### src/rtl/switch_bounce_gen.sv
// Mechanical-switch emulator: turns a clean level command into a burst of
// pseudo-random-width contact glitches followed by a held final level.
`timescale 1ns/1ps
module switch_bounce_gen #(
  parameter int          NUM_BOUNCE = 3,
  parameter int          MIN_GAP    = 4,
  parameter int          GAP_W      = 4,
  parameter int          SETTLE_CYC = 16,
  parameter logic [15:0] LFSR_SEED  = 16'hACE1
) (
  input  logic clk,
  input  logic reset,
  input  logic en,
  input  logic cmd,
  output logic sw_out,
  output logic busy,
  output logic done
);

  localparam int GAP_MAX = MIN_GAP + 255;
  localparam int CNT_MAX = (GAP_MAX > SETTLE_CYC) ? GAP_MAX : SETTLE_CYC;
  localparam int CNT_W   = $clog2(CNT_MAX + 1);
  localparam int TOG_N   = 2 * NUM_BOUNCE - 1;
  localparam int TOG_W   = $clog2(TOG_N + 1);
  // A zero-width gap field collapses to an all-zero mask, so every gap is MIN_GAP.
  localparam logic [15:0] GAP_MASK = 16'((32'd1 << GAP_W) - 32'd1);

  typedef enum logic [1:0] {IDLE, BOUNCE, SETTLE} state_t;

  state_t           state;
  logic [15:0]      lfsr;
  logic [CNT_W-1:0] cnt;
  logic [TOG_W-1:0] tog;

  // Fibonacci LFSR, x^16 + x^14 + x^13 + x^11 + 1.
  function automatic logic [15:0] lfsr_next(input logic [15:0] s);
    return {s[14:0], s[15] ^ s[13] ^ s[12] ^ s[10]};
  endfunction

  function automatic logic [CNT_W-1:0] gap_of(input logic [15:0] s);
    logic [15:0] r;
    r = s & GAP_MASK;
    return CNT_W'(MIN_GAP) + CNT_W'(r);
  endfunction

  always_ff @(posedge clk or posedge reset) begin
    if (reset) lfsr <= LFSR_SEED;
    else       lfsr <= lfsr_next(lfsr);
  end

  // A counter loaded with N reaches 1 on the N-th edge after the load; that edge is the expiry.
  always_ff @(posedge clk or posedge reset) begin
    if (reset) begin
      state  <= IDLE;
      sw_out <= 1'b0;
      busy   <= 1'b0;
      done   <= 1'b0;
      cnt    <= '0;
      tog    <= '0;
    end else begin
      done <= 1'b0;
      case (state)
        IDLE: begin
          if (!en) begin
            sw_out <= cmd;
          end else if (cmd != sw_out) begin
            state <= BOUNCE;
            cnt   <= gap_of(lfsr);
            tog   <= '0;
            busy  <= 1'b1;
          end
        end
        BOUNCE: begin
          if (cnt == CNT_W'(1)) begin
            sw_out <= ~sw_out;
            tog    <= tog + 1'b1;
            if (tog == TOG_W'(TOG_N - 1)) begin
              state <= SETTLE;
              cnt   <= CNT_W'(SETTLE_CYC);
            end else begin
              cnt <= gap_of(lfsr);
            end
          end else begin
            cnt <= cnt - 1'b1;
          end
        end
        SETTLE: begin
          if (cnt == CNT_W'(1)) begin
            done  <= 1'b1;
            busy  <= 1'b0;
            state <= IDLE;
          end else begin
            cnt <= cnt - 1'b1;
          end
        end
        default: state <= IDLE;
      endcase
    end
  end

endmodule

### config.mk
export PLATFORM = sky130hd
export DESIGN_NAME = switch_bounce_gen
export DESIGN_NICKNAME = d
export VERILOG_FILES = /design/src/rtl/switch_bounce_gen.sv
export SDC_FILE = /design/constraint.sdc
export NUM_CORES = 1
export LEC_CHECK = 0
export ABC_AREA = 1
export CAP_MARGIN = 20
export CORE_UTILIZATION = 35
export DETAILED_ROUTE_END_ITERATION = 7
export HOLD_SLACK_MARGIN = 0.1
export PLACE_DENSITY = 0.53
export SYNTH_ARGS = -nofsm -noshare
export SYNTH_HDL_FRONTEND = slang
export SYNTH_SLANG_ARGS = --single-unit
### constraint.sdc
create_clock -name clk -period 2.37 [get_ports clk]
set_input_delay 0.474 -clock clk [delete_from_list [all_inputs] [get_ports clk]]
set_output_delay 0.474 -clock clk [all_outputs]
set_load 0.005 [all_outputs]
## Yosys cells after proc, flatten, opt, wreduce, memory -nomap -nowiden

Index checks and enable logic that the tools add are counted.

| operators by class | value |
|---|---|
| add/subtract/negate cells | 3 |
| equal/unequal tests | 12 |
| muxes and demuxes | 25 |
| bitwise logic cells | 4 |
| reduce and logical (&&, ||, !) cells | 9 |

Operator list:

| operator | count |
|---|---|
| $mux 9 | 4 |
| $pmux 9 s3 | 1 |
| $ne 2x2->1 const B | 7 |
| $reduce_and 4->1 | 3 |
| $mux 2 | 5 |
| $eq 9x1->1 const B | 1 |
| $mux 3 | 3 |
| $sub 9x1->9 const B | 1 |
| $mux 1 | 7 |
| $pmux 2 s3 | 1 |
| $pmux 3 s2 | 1 |
| $add 3x4->5 const A | 1 |
| $mux 5 | 1 |
| $reduce_and 5->1 | 1 |
| $pmux 1 s2 | 2 |
| $reduce_bool 2->1 | 2 |
| $add 3x1->3 const B | 1 |
| $eq 3x3->1 const B | 1 |
| $reduce_and 3->1 | 1 |
| $reduce_bool 3->1 | 1 |
| $xor 1x1->1 | 3 |
| $eq 2x1->1 const B | 1 |
| $eq 2x2->1 const B | 1 |
| $logic_not 2->1 | 1 |
| 2 further kinds | 2 |

| word-level totals | value |
|---|---|
| flip-flop bits (word level) | 33 |
| input bits | 4 |
| output and inout port bits | 3 |
| logic and storage cells | 60 |

## Longest topological paths before layout

Gate-level depths: netlist of run 1.

| depth | value |
|---|---|
| depth in word-level cells | 4 |
| depth in mapped cells | 12 |
| mapped depth without buffers | 11 |

## Worst setup path after synthesis of run 1

OpenSTA, ideal clock, no wires.

| timing | value |
|---|---|
| path type | reg2reg |
| start | register cnt[1] |
| end | register cnt[7] |
| setup time | 0.113 ns |
| arrival time | 1.353 ns |
| required time | 2.257 ns |
| setup slack | 0.904 ns |
| stages on the path, launching flop included | 13 |
| path buffers | 1 |
| clock period less this slack | 1.466 ns |
| cell sequence | dfrtp_1 -> inv_1 -> ha_1 -> nand2_2 -> nor2_4 -> nand2_4 -> nor2_4 -> nor2_4 -> buf_6 -> nand3_1 -> nand2_1 -> nand2_1 -> inv_1 |

| between the ends | value |
|---|---|
| longest elaborated chain between the ends | 3 |
| elaborated cells on any way between the ends | 7 |
| those cells by class | add/sub: 1; eq/ne: 2; mux: 3; reduce/logical: 1 |

RTL lines:

| element | line | source |
|---|---|---|
| start: declaration | 32 | `logic [CNT_W-1:0] cnt;` |
| start signal: assignment | 68 | `cnt <= gap_of(lfsr);` |
| start signal: assignment | 79 | `cnt <= CNT_W'(SETTLE_CYC);` |
| start signal: assignment | 81 | `cnt <= gap_of(lfsr);` |
| $sub 9x1->9 / $eq 9x1->1 (equally long branches) | n/a |  |
| $mux 9 (tied with other cells) | 88 | `if (cnt == CNT_W'(1)) begin` |
| $pmux 9 s3 / $reduce_and 4->1 (equally long branches) | n/a |  |

Parallel ways exist; a longest one is shown, timed or not. The select of a mux whose other input is x is not followed.
A chain may end at the register's enable or synchronous reset.

## Worst setup path after layout of run 1

| timing | value |
|---|---|
| start | register state[0] |
| end | register cnt[8] |

| between the ends | value |
|---|---|
| longest elaborated chain between the ends | 3 |
| elaborated cells on any way between the ends | 9 |
| those cells by class | eq/ne: 5; mux: 1; reduce/logical: 3 |

RTL lines:

| element | line | source |
|---|---|---|
| start: declaration | 30 | `state_t state;` |
| start signal: assignment | 54 | `state <= IDLE;` |
| start signal: assignment | 67 | `state <= BOUNCE;` |
| start signal: assignment | 78 | `state <= SETTLE;` |
| $eq 2x2->1 (tied with other cells) | 62 | `case (state)` |
| $ne 2x2->1 (no line) / $reduce_bool 3->1 (equally long branches) | n/a |  |
| $reduce_and 4->1 (no line) | n/a |  |

Parallel ways exist; a longest one is shown, timed or not.

==> results of run 1 <==
## flip-flops by register name, indices dropped and copies added (netlist names)
signal  cells
busy        1
cnt         9
done        1
lfsr       16
state       2
sw_out      1
tog         3
## layout by cell type, fill, tap and decap left out
master	instances
dfstp_2	8
nand3_1	8
clkinv_2	1
a22oi_1	1
o21ai_1	3
nand2_4	1
ha_1	9
nand3_2	1
clkdlybuf4s50_1	6
o21ai_0	7
xor2_1	5
inv_1	30
nand2_1	59
inv_2	4
nand2_2	6
xnor2_1	2
buf_4	1
dfrtp_1	25
clkbuf_8	7
nand4_1	1
nor2_4	4
nor3_1	2
nor2_1	9
a21oi_2	1
a21oi_1	4
## metal layers
| layer | vias up | track usage | share of wire |
|---|---|---|---|
| met5 | - | 0 | 0 |
| met4 | 0 | 0.0600 | 0.016 |
| met1 | 520 | 0.179 | 0.51 |
| li1 | 601 | - | - |
| met3 | 7 | 0.0484 | 0.042 |
| met2 | 19 | 0.195 | 0.43 |
## logic make-up (layout without fill, tap and decap cells)
| family | count (synthesis) | after routing | share of synthesized area |
|---|---|---|---|
| simple gates | 91 | 91 | 0.252 |
| xor+xnor | 7 | 7 | 0.0372 |
| compound gates | 16 | 16 | 0.0523 |
| flops | 33 | 33 | 0.506 |
| buf+inv | 35 | 49 | 0.0842 |
| fa+ha+maj | 9 | 9 | 0.0682 |
## power by group through the flow
stage	registers, mW	logic, mW	clock network [mW]
floorplan	0.711	0.799	0
global placement	0.726	0.953	0
detailed placement	0.727	0.950	0
CTS	0.718	0.953	0.492
global route	0.728	1.11	0.513
finish	0.717	0.941	0.470
## worst reg2reg max path: cells and delay by family, from the launching register on
family	cells	cell delay, ns
buffers and inverters	1	0.08
DFF	1	0.40
and+or+nand+nor	7	0.90
adders and majority gates	1	0.27
## stage by stage
stage          instances  instance area [um^2]
6_report             257                  1870
5_1_grt              257                  1870
4_1_cts              257                  1870
3_5_place_dp         249                  1770
3_3_place_gp         249                  1770
2_1_floorplan        191                  1650
## worst max-delay path by stage
stage	to	from
floorplan	cnt[7]	cnt[1]
global placement	cnt[5]	cmd
detailed placement	cnt[6]	cmd
CTS	cnt[8]	state[0]
global route	cnt[6]	state[0]
finish	cnt[8]	state[0]
## layout make-up
class | instances | area (um^2) | share of cell area
clock inverters | 1 | 5.00 | 0.00267
flip-flops and latches | 33 | 836 | 0.446
repair buffers | 7 | 67.6 | 0.0361
inverters | 34 | 128 | 0.0681
well taps | 52 | 65.1 | 0.0347
clock buffers | 7 | 96.3 | 0.0514
multi-input cells | 123 | 676 | 0.361
==> impl_metrics.env, run 1 <==
export IMPL_dieWidth_um=70.7
export IMPL_power_density_nw_per_um2=1140
export IMPL_syn_cell_area_um2=1650
export IMPL_hp_class="reg -> reg"
export IMPL_vias=1147
export IMPL_combPwrFrac=0.442
export IMPL_period_needed_ns=1.71
export IMPL_synthTopCellsByArea="dfrtp_1 (38%), nand2_1 (13%), dfstp_2 (13%)"
export IMPL_grtUsageTotal=0.134
export IMPL_cts_buffers=5
export IMPL_reg2reg_from="state[0]"
export IMPL_critPathSlowestCell="dfrtp_1"
export IMPL_p_sw_mw=0.885
export IMPL_finClkSkew_ns=0.00440
export IMPL_drv_slew=0
export IMPL_synth_top_cell_area_share=0.379
export IMPL_boundaryPins=7
export IMPL_grt_pass1_vias=1132
export IMPL_tightest_slew_ns=0.412
export IMPL_status="completed"
export IMPL_setup_violations=0
export IMPL_drive_above_1_share=0.166
export IMPL_power_frac_clock=0.221
export IMPL_hold_viol=0
export IMPL_pre_cts_ws_ns=0.396
export IMPL_yosysMostFrequentCell="nand2_1"
export IMPL_ys_ff_latch=33
export IMPL_min_path_cells=0
export IMPL_drv_cap=0
export IMPL_path_depth=9
export IMPL_synth_edf_count=0
export IMPL_layout_nets=217
export IMPL_io_buffers=6
export IMPL_r2r_end="cnt[8]"
export IMPL_wl_per_cell_um=10.8
export IMPL_path_class="reg -> reg"
export IMPL_cts_root_buf="clkbuf_8"
export IMPL_synth_top_area_cell="dfrtp_1"
export IMPL_yosysSeqAreaShare=0.506
export IMPL_max_vdd_ir_drop_uv=471
export IMPL_cp_cell_sequence="inv_1 > ha_1 > nand3_1 > nand3_1 > nor2_4 > nand2_1 > nand2_1 > nand2_1 > nor2_1"
export IMPL_cts_resized_gates=0
export IMPL_place_gp_congestion=0.782
export IMPL_synthToLayoutAreaGrowth_pct=13.5
export IMPL_coreArea_um2=4440
export IMPL_critPathLaunchType="flip-flop"
export IMPL_critPathRequiredTime_ns=2.59
export IMPL_antenna_found_initial=0
export IMPL_die_height_um=70.7
export IMPL_synth_cells=191
export IMPL_avgSynthCellArea_um2=8.64
export IMPL_sequentialPowerShare=0.337
export IMPL_fp_row_count=24
export IMPL_synth_common_cells="nand2_1 (59), inv_1 (30), dfrtp_1 (25)"
export IMPL_power_total_mw=2.13
export IMPL_crit_path_end_kind="flip-flop"
export IMPL_setup_tns_ns=0
export IMPL_nFillCells=453
export IMPL_drt_wl_total_mm=2.77
export IMPL_cts_num_sinks=33
export IMPL_timing_slew_headroom=0.725
export IMPL_cp_max_fo=13
export IMPL_synthArstFlopShare=1.00
export IMPL_clockBufferDepth=2
export IMPL_num_antenna_cells=0
export IMPL_p_int_mw=1.24
export IMPL_crit_path_frequent_cell="nand2_1"
export IMPL_worst_slack_ns=0.657
export IMPL_ctsHoldBuffers=0
export IMPL_grt_overflow=0
export IMPL_synth_fp_nets=204
export IMPL_ys_types=22
export IMPL_start_util=0.371
export IMPL_drt_first_pass_iters=4
export IMPL_hold_slack_ns=0.355
export IMPL_synthFlopType="dfrtp_1"
export IMPL_postRouteAntennaNets=0
export IMPL_whs_endpoint="lfsr[7]"
export IMPL_rsz0062_at_grt="no"
export IMPL_cpPeakStageDelay_ns=0.40
export IMPL_htreeDepth=2
export IMPL_grt_pass1_wl_mm=5.06
export IMPL_dp_hpwl_mm=1.94
export IMPL_final_core_util=0.421
export IMPL_drc=0
export IMPL_grt_max_degree=34
export IMPL_r2r_setup_slack_ns=0.66
export IMPL_die_area_um2=4990
export IMPL_path_clk_slew_ns=0.07
export IMPL_critPathTopFamily="simple AND/OR/NAND/NOR gates"
export IMPL_path_buf_inv=1
export IMPL_hold_start="lfsr[6]"
export IMPL_viasPerCell=4.46
export IMPL_crit_arrival_ns=1.93
export IMPL_yosysWarnings=0
export IMPL_switching_share=0.416
export IMPL_first_iter_violations=63
export IMPL_period_share=0.723
export IMPL_r2r_cells=9
export IMPL_fmax_mhz=584
export IMPL_cts_tree="yes"
export IMPL_clkLatencyLatePin_ns=0.28
export IMPL_p_leak_nw=0.994
export IMPL_post_cts_buffers=0
Power figures use the tool's default switching activity.
==> run 2: changes to the inputs <==
Clock period 2.37 ns to 1.73 ns, I/O delays scaled along.
==> impl_metrics.env, run 2 (synthesis gave the netlist of run 1 again) <==
export IMPL_status="completed"
export IMPL_drive_above_1_share=0.189
export IMPL_period_needed_ns=1.60
export IMPL_htreeDepth=2
export IMPL_vias=1139
export IMPL_drv_cap=0
export IMPL_max_flop_register="lfsr"
export IMPL_largest_reg_flops=16
export IMPL_switching_share=0.396
export IMPL_layout_nets=224
export IMPL_sequentialPowerShare=0.313
export IMPL_p_leak_nw=1.03
export IMPL_hp_class="reg -> reg"
export IMPL_antenna_found_initial=0
export IMPL_tightest_slew_ns=0.303
export IMPL_drc=0
export IMPL_postRouteAntennaNets=0
export IMPL_place_area_um2=1820
export IMPL_dieWidth_um=70.7
export IMPL_critPathRequiredTime_ns=1.91
export IMPL_critPathTopFamily="simple AND/OR/NAND/NOR gates"
export IMPL_max_vdd_ir_drop_uv=835
export IMPL_multiInputGateArea_um2=676
export IMPL_crit_path_end_kind="flip-flop"
export IMPL_grtUsageTotal=0.129
export IMPL_wl_per_cell_um=10.6
export IMPL_fmax_mhz=626
export IMPL_crit_arrival_ns=1.78
export IMPL_fin_area_um2=1940
export IMPL_grt_overflow=0
export IMPL_r2r_end="cnt[4]"
export IMPL_clockBufferDepth=2
export IMPL_die_area_um2=4990
export IMPL_power_frac_clock=0.240
export IMPL_cp_cell_sequence="inv_1 > ha_1 > nand3_1 > nand3_1 > nor2_4 > buf_4 > nand2_2 > inv_1 > a21oi_1"
export IMPL_cts_buffers=5
export IMPL_rsz0062_at_grt="yes"
export IMPL_cts_root_buf="clkbuf_8"
export IMPL_finClkSkew_ns=0.0102
export IMPL_clkLatencyLatePin_ns=0.29
export IMPL_drv_slew=0
export IMPL_drt_first_pass_iters=4
export IMPL_boundaryPins=7
export IMPL_cpPeakStageDelay_ns=0.39
export IMPL_r2r_cells=9
export IMPL_hold_viol=0
export IMPL_grt_pass1_vias=1091
export IMPL_start_util=0.371
export IMPL_fp_row_count=24
export IMPL_final_cell_mix="nand2_1 (59), inv_1 (30), dfrtp_1 (25)"
export IMPL_io_buffers=6
export IMPL_num_antenna_cells=0
export IMPL_reg2reg_from="state[0]"
export IMPL_cts_num_sinks=33
export IMPL_setup_violations=0
export IMPL_coreArea_um2=4440
export IMPL_die_height_um=70.7
export IMPL_dp_hpwl_mm=2.00
export IMPL_reg_largest_list="lfsr: 16 flops, cnt: 9 flops, tog: 3 flops"
export IMPL_p_sw_mw=1.24
export IMPL_cts_tree="yes"
export IMPL_grt_max_degree=22
export IMPL_min_path_cells=0
export IMPL_setup_tns_ns=0
export IMPL_startpoint="state[0]"
export IMPL_hold_slack_ns=0.346
export IMPL_regArea_um2=836
export IMPL_final_common_cell="nand2_1"
export IMPL_period_share=0.924
export IMPL_cp_max_fo=10
export IMPL_path_buf_inv=3
export IMPL_first_iter_violations=68
export IMPL_place_gp_congestion=0.750
export IMPL_power_density_nw_per_um2=1610
export IMPL_critPathCapture="cnt[4]"
export IMPL_timing_slew_headroom=0.798
export IMPL_nFillCells=452
export IMPL_combPwrFrac=0.447
export IMPL_ctsHoldBuffers=0
export IMPL_r2r_setup_slack_ns=0.13
export IMPL_grt_pass1_wl_mm=4.89
export IMPL_path_clk_slew_ns=0.07
export IMPL_critPathLaunchType="flip-flop"
export IMPL_drt_wl_total_mm=2.80
export IMPL_path_depth=9
export IMPL_critPathSlowestCell="dfrtp_1"
export IMPL_path_class="reg -> reg"
export IMPL_p_int_mw=1.89
export IMPL_synthToLayoutAreaGrowth_pct=17.6
export IMPL_viasPerCell=4.31
-- run 2: cell count changes in the layout (fill, tap and decap cells not counted), sizes merged --
cell	delta
clkinv	-1
buf	+7
bufinv	+1
-- run 2: how the worst min path moves through the flow --
stage	from	endpoint	slack (ns)
floorplan	lfsr[8]	lfsr[9]	0.33
global placement	lfsr[8]	lfsr[9]	0.34
detailed placement	lfsr[8]	lfsr[9]	0.34
CTS	lfsr[9]	lfsr[10]	0.35
global route	lfsr[5]	lfsr[6]	0.36
finish	lfsr[9]	lfsr[10]	0.35
-- run 2: per-stage QoR --
stage,worst slack [ns],power (mW),std cells,utilization
2_1_floorplan,0.264,2.07,191,-
3_3_place_gp,-0.0527,2.38,255,0.409
3_5_place_dp,-0.0891,2.38,255,0.409
4_1_cts,0.106,3.15,263,0.435
5_1_grt,-0.00458,3.41,264,0.437
6_report,0.132,3.13,264,0.437
-- run 2: per-layer routing --
| metal | wire (um) | GRT usage | up-vias |
|---|---|---|---|
| li1 | - | - | 618 |
| met1 | 1490 | 0.178 | 502 |
| met2 | 1170 | 0.186 | 14 |
| met3 | 92 | 0.0342 | 5 |
| met4 | 51 | 0.0733 | 0 |
| met5 | 0 | 0 | - |
-- run 2: area by class of cell --
cell class	instances	area share
clock buffer	7	0.0445
clock inverter	1	0.0155
inverter	34	0.0658
multi-input combinational	123	0.348
sequential	33	0.431
tap	52	0.0335
timing repair buffer	14	0.0619
-- run 2: power by group through the flow --
stage          Sequential (mW)  Clock (mW)  Combinational [mW]
2_1_floorplan            0.975           0                1.09
3_3_place_gp             0.994           0                1.39
3_5_place_dp             0.992           0                1.38
4_1_cts                  0.981       0.779                1.39
5_1_grt                  0.998       0.808                1.60
6_report                 0.981       0.752                1.40
-- run 2: timing repair --
action                                  4_1_cts  5_1_grt
endpoints found under the setup margin        0        7
resized for setup                             0        1
setup buffers                                 0        1
==> run 3: changes to the inputs <==
Settings changed: MAX_ROUTING_LAYER from default to met4.
==> impl_metrics.env, run 3 (synthesis gave the netlist of run 1 again) <==
export IMPL_critPathLaunchType="flip-flop"
export IMPL_drive_above_1_share=0.189
export IMPL_io_buffers=6
export IMPL_clkLatencyLatePin_ns=0.29
export IMPL_rsz0062_at_grt="yes"
export IMPL_power_frac_clock=0.239
export IMPL_fin_area_um2=1940
export IMPL_grtUsageTotal=0.135
export IMPL_status="completed"
export IMPL_combPwrFrac=0.447
export IMPL_drv_cap=0
export IMPL_path_clk_slew_ns=0.07
export IMPL_dp_hpwl_mm=2.00
export IMPL_cts_tree="yes"
export IMPL_first_iter_violations=68
export IMPL_path_class="reg -> reg"
export IMPL_reg_largest_list="lfsr: 16 flops, cnt: 9 flops, tog: 3 flops"
export IMPL_die_area_um2=4990
export IMPL_timing_slew_headroom=0.798
export IMPL_coreArea_um2=4440
export IMPL_clockBufferDepth=2
export IMPL_num_antenna_cells=0
export IMPL_crit_arrival_ns=1.78
export IMPL_synthToLayoutAreaGrowth_pct=17.6
export IMPL_hp_class="reg -> reg"
export IMPL_switching_share=0.395
export IMPL_drt_wl_total_mm=2.80
export IMPL_die_height_um=70.7
export IMPL_layout_nets=224
export IMPL_tightest_slew_ns=0.303
export IMPL_place_area_um2=1820
export IMPL_max_vdd_ir_drop_uv=834
export IMPL_antenna_found_initial=0
export IMPL_cp_max_fo=10
export IMPL_postRouteAntennaNets=0
export IMPL_p_int_mw=1.89
export IMPL_max_flop_register="lfsr"
export IMPL_period_needed_ns=1.60
export IMPL_p_leak_nw=1.03
export IMPL_ctsHoldBuffers=0
export IMPL_cts_root_buf="clkbuf_8"
export IMPL_worst_slack_ns=0.131
export IMPL_power_total_mw=3.13
export IMPL_finClkSkew_ns=0.0102
export IMPL_place_gp_congestion=0.760
export IMPL_grt_pass1_wl_mm=4.89
export IMPL_dieWidth_um=70.7
export IMPL_cts_buffers=5
export IMPL_cts_num_sinks=33
export IMPL_htreeDepth=2
export IMPL_final_common_cell="nand2_1"
export IMPL_drc=0
export IMPL_start_util=0.371
export IMPL_fp_row_count=24
export IMPL_vias=1139
export IMPL_hold_viol=0
export IMPL_critPathRequiredTime_ns=1.91
export IMPL_sequentialPowerShare=0.314
export IMPL_grt_pass1_vias=1090
export IMPL_drt_first_pass_iters=4
export IMPL_crit_path_end_kind="flip-flop"
export IMPL_power_density_nw_per_um2=1610
export IMPL_fmax_mhz=625
export IMPL_final_cell_mix="nand2_1 (59), inv_1 (30), dfrtp_1 (25)"
export IMPL_largest_reg_flops=16
export IMPL_viasPerCell=4.31
export IMPL_wl_per_cell_um=10.6
export IMPL_period_share=0.924
export IMPL_pre_cts_ws_ns=-0.0891
export IMPL_grt_overflow=0
export IMPL_final_core_util=0.437
export IMPL_grt_max_degree=22
export IMPL_p_sw_mw=1.24
export IMPL_drv_slew=0
export IMPL_setup_violations=0
export IMPL_boundaryPins=7
==> run 3: worst paths after layout <==
| kind | slack (ns) | to | start | cells after the start |
|---|---|---|---|---|
| max in group asynchronous | 1.03 | lfsr[0] | reset | 3 |
| min in group asynchronous | 0.37 | lfsr[14] | reset | 3 |
| worst max-delay path | 0.13 | cnt[4] | state[0] | 9 |
| worst min-delay path | 0.35 | lfsr[10] | lfsr[9] | 0 |
| worst min register to register | 0.35 | lfsr[10] | lfsr[9] | 0 |
| worst max register to register | 0.13 | cnt[4] | state[0] | 9 |
==> run 3: routing by layer <==
metal	GRT usage	wire, um	vias up
met5	-	0	-
met4	0.0600	40	0
met2	0.187	1170	19
met3	0.0513	122	5
li1	-	-	618
met1	0.177	1470	497
==> run 3: power groups by stage <==
stage | sequential [mW] | clock [mW] | combinational [mW]
5_1_grt | 0.998 | 0.815 | 1.60
4_1_cts | 0.981 | 0.779 | 1.39
3_5_place_dp | 0.992 | 0 | 1.38
3_3_place_gp | 0.994 | 0 | 1.39
6_report | 0.981 | 0.747 | 1.40
2_1_floorplan | 0.975 | 0 | 1.09
==> run 3: critical path, cell delays in order, from the launching register on <==
cell and delay, ns:
dfrtp_1 0.39, inv_1 0.08, ha_1 0.24, nand3_1 0.11, nand3_1 0.11, nor2_4 0.25, buf_4 0.17, nand2_2 0.04
inv_1 0.04, a21oi_1 0.05
==> run 3: final cells by class <==
class	count	area, um^2
fill	452	2500
sequential	33	836
multi-input combinational	123	676
inverter	34	128
timing repair buffer	14	120
clock buffer	7	86.3
tap	52	65.1
clock inverter	1	30.0
==> run 3: stage by stage <==
stage          setup TNS (ns)  hold slack (ns)  cells
2_1_floorplan               0            0.331    191
3_3_place_gp           -0.324            0.336    255
3_5_place_dp           -0.426            0.340    255
4_1_cts                     0            0.355    263
5_1_grt              -0.00456            0.358    264
6_report                    0            0.348    264
==> run 3: repair_timing <==
item | 4_1_cts | 5_1_grt
endpoints found under the setup margin | 0 | 7
resized for setup | 0 | 1
buffers inserted | 0 | 1
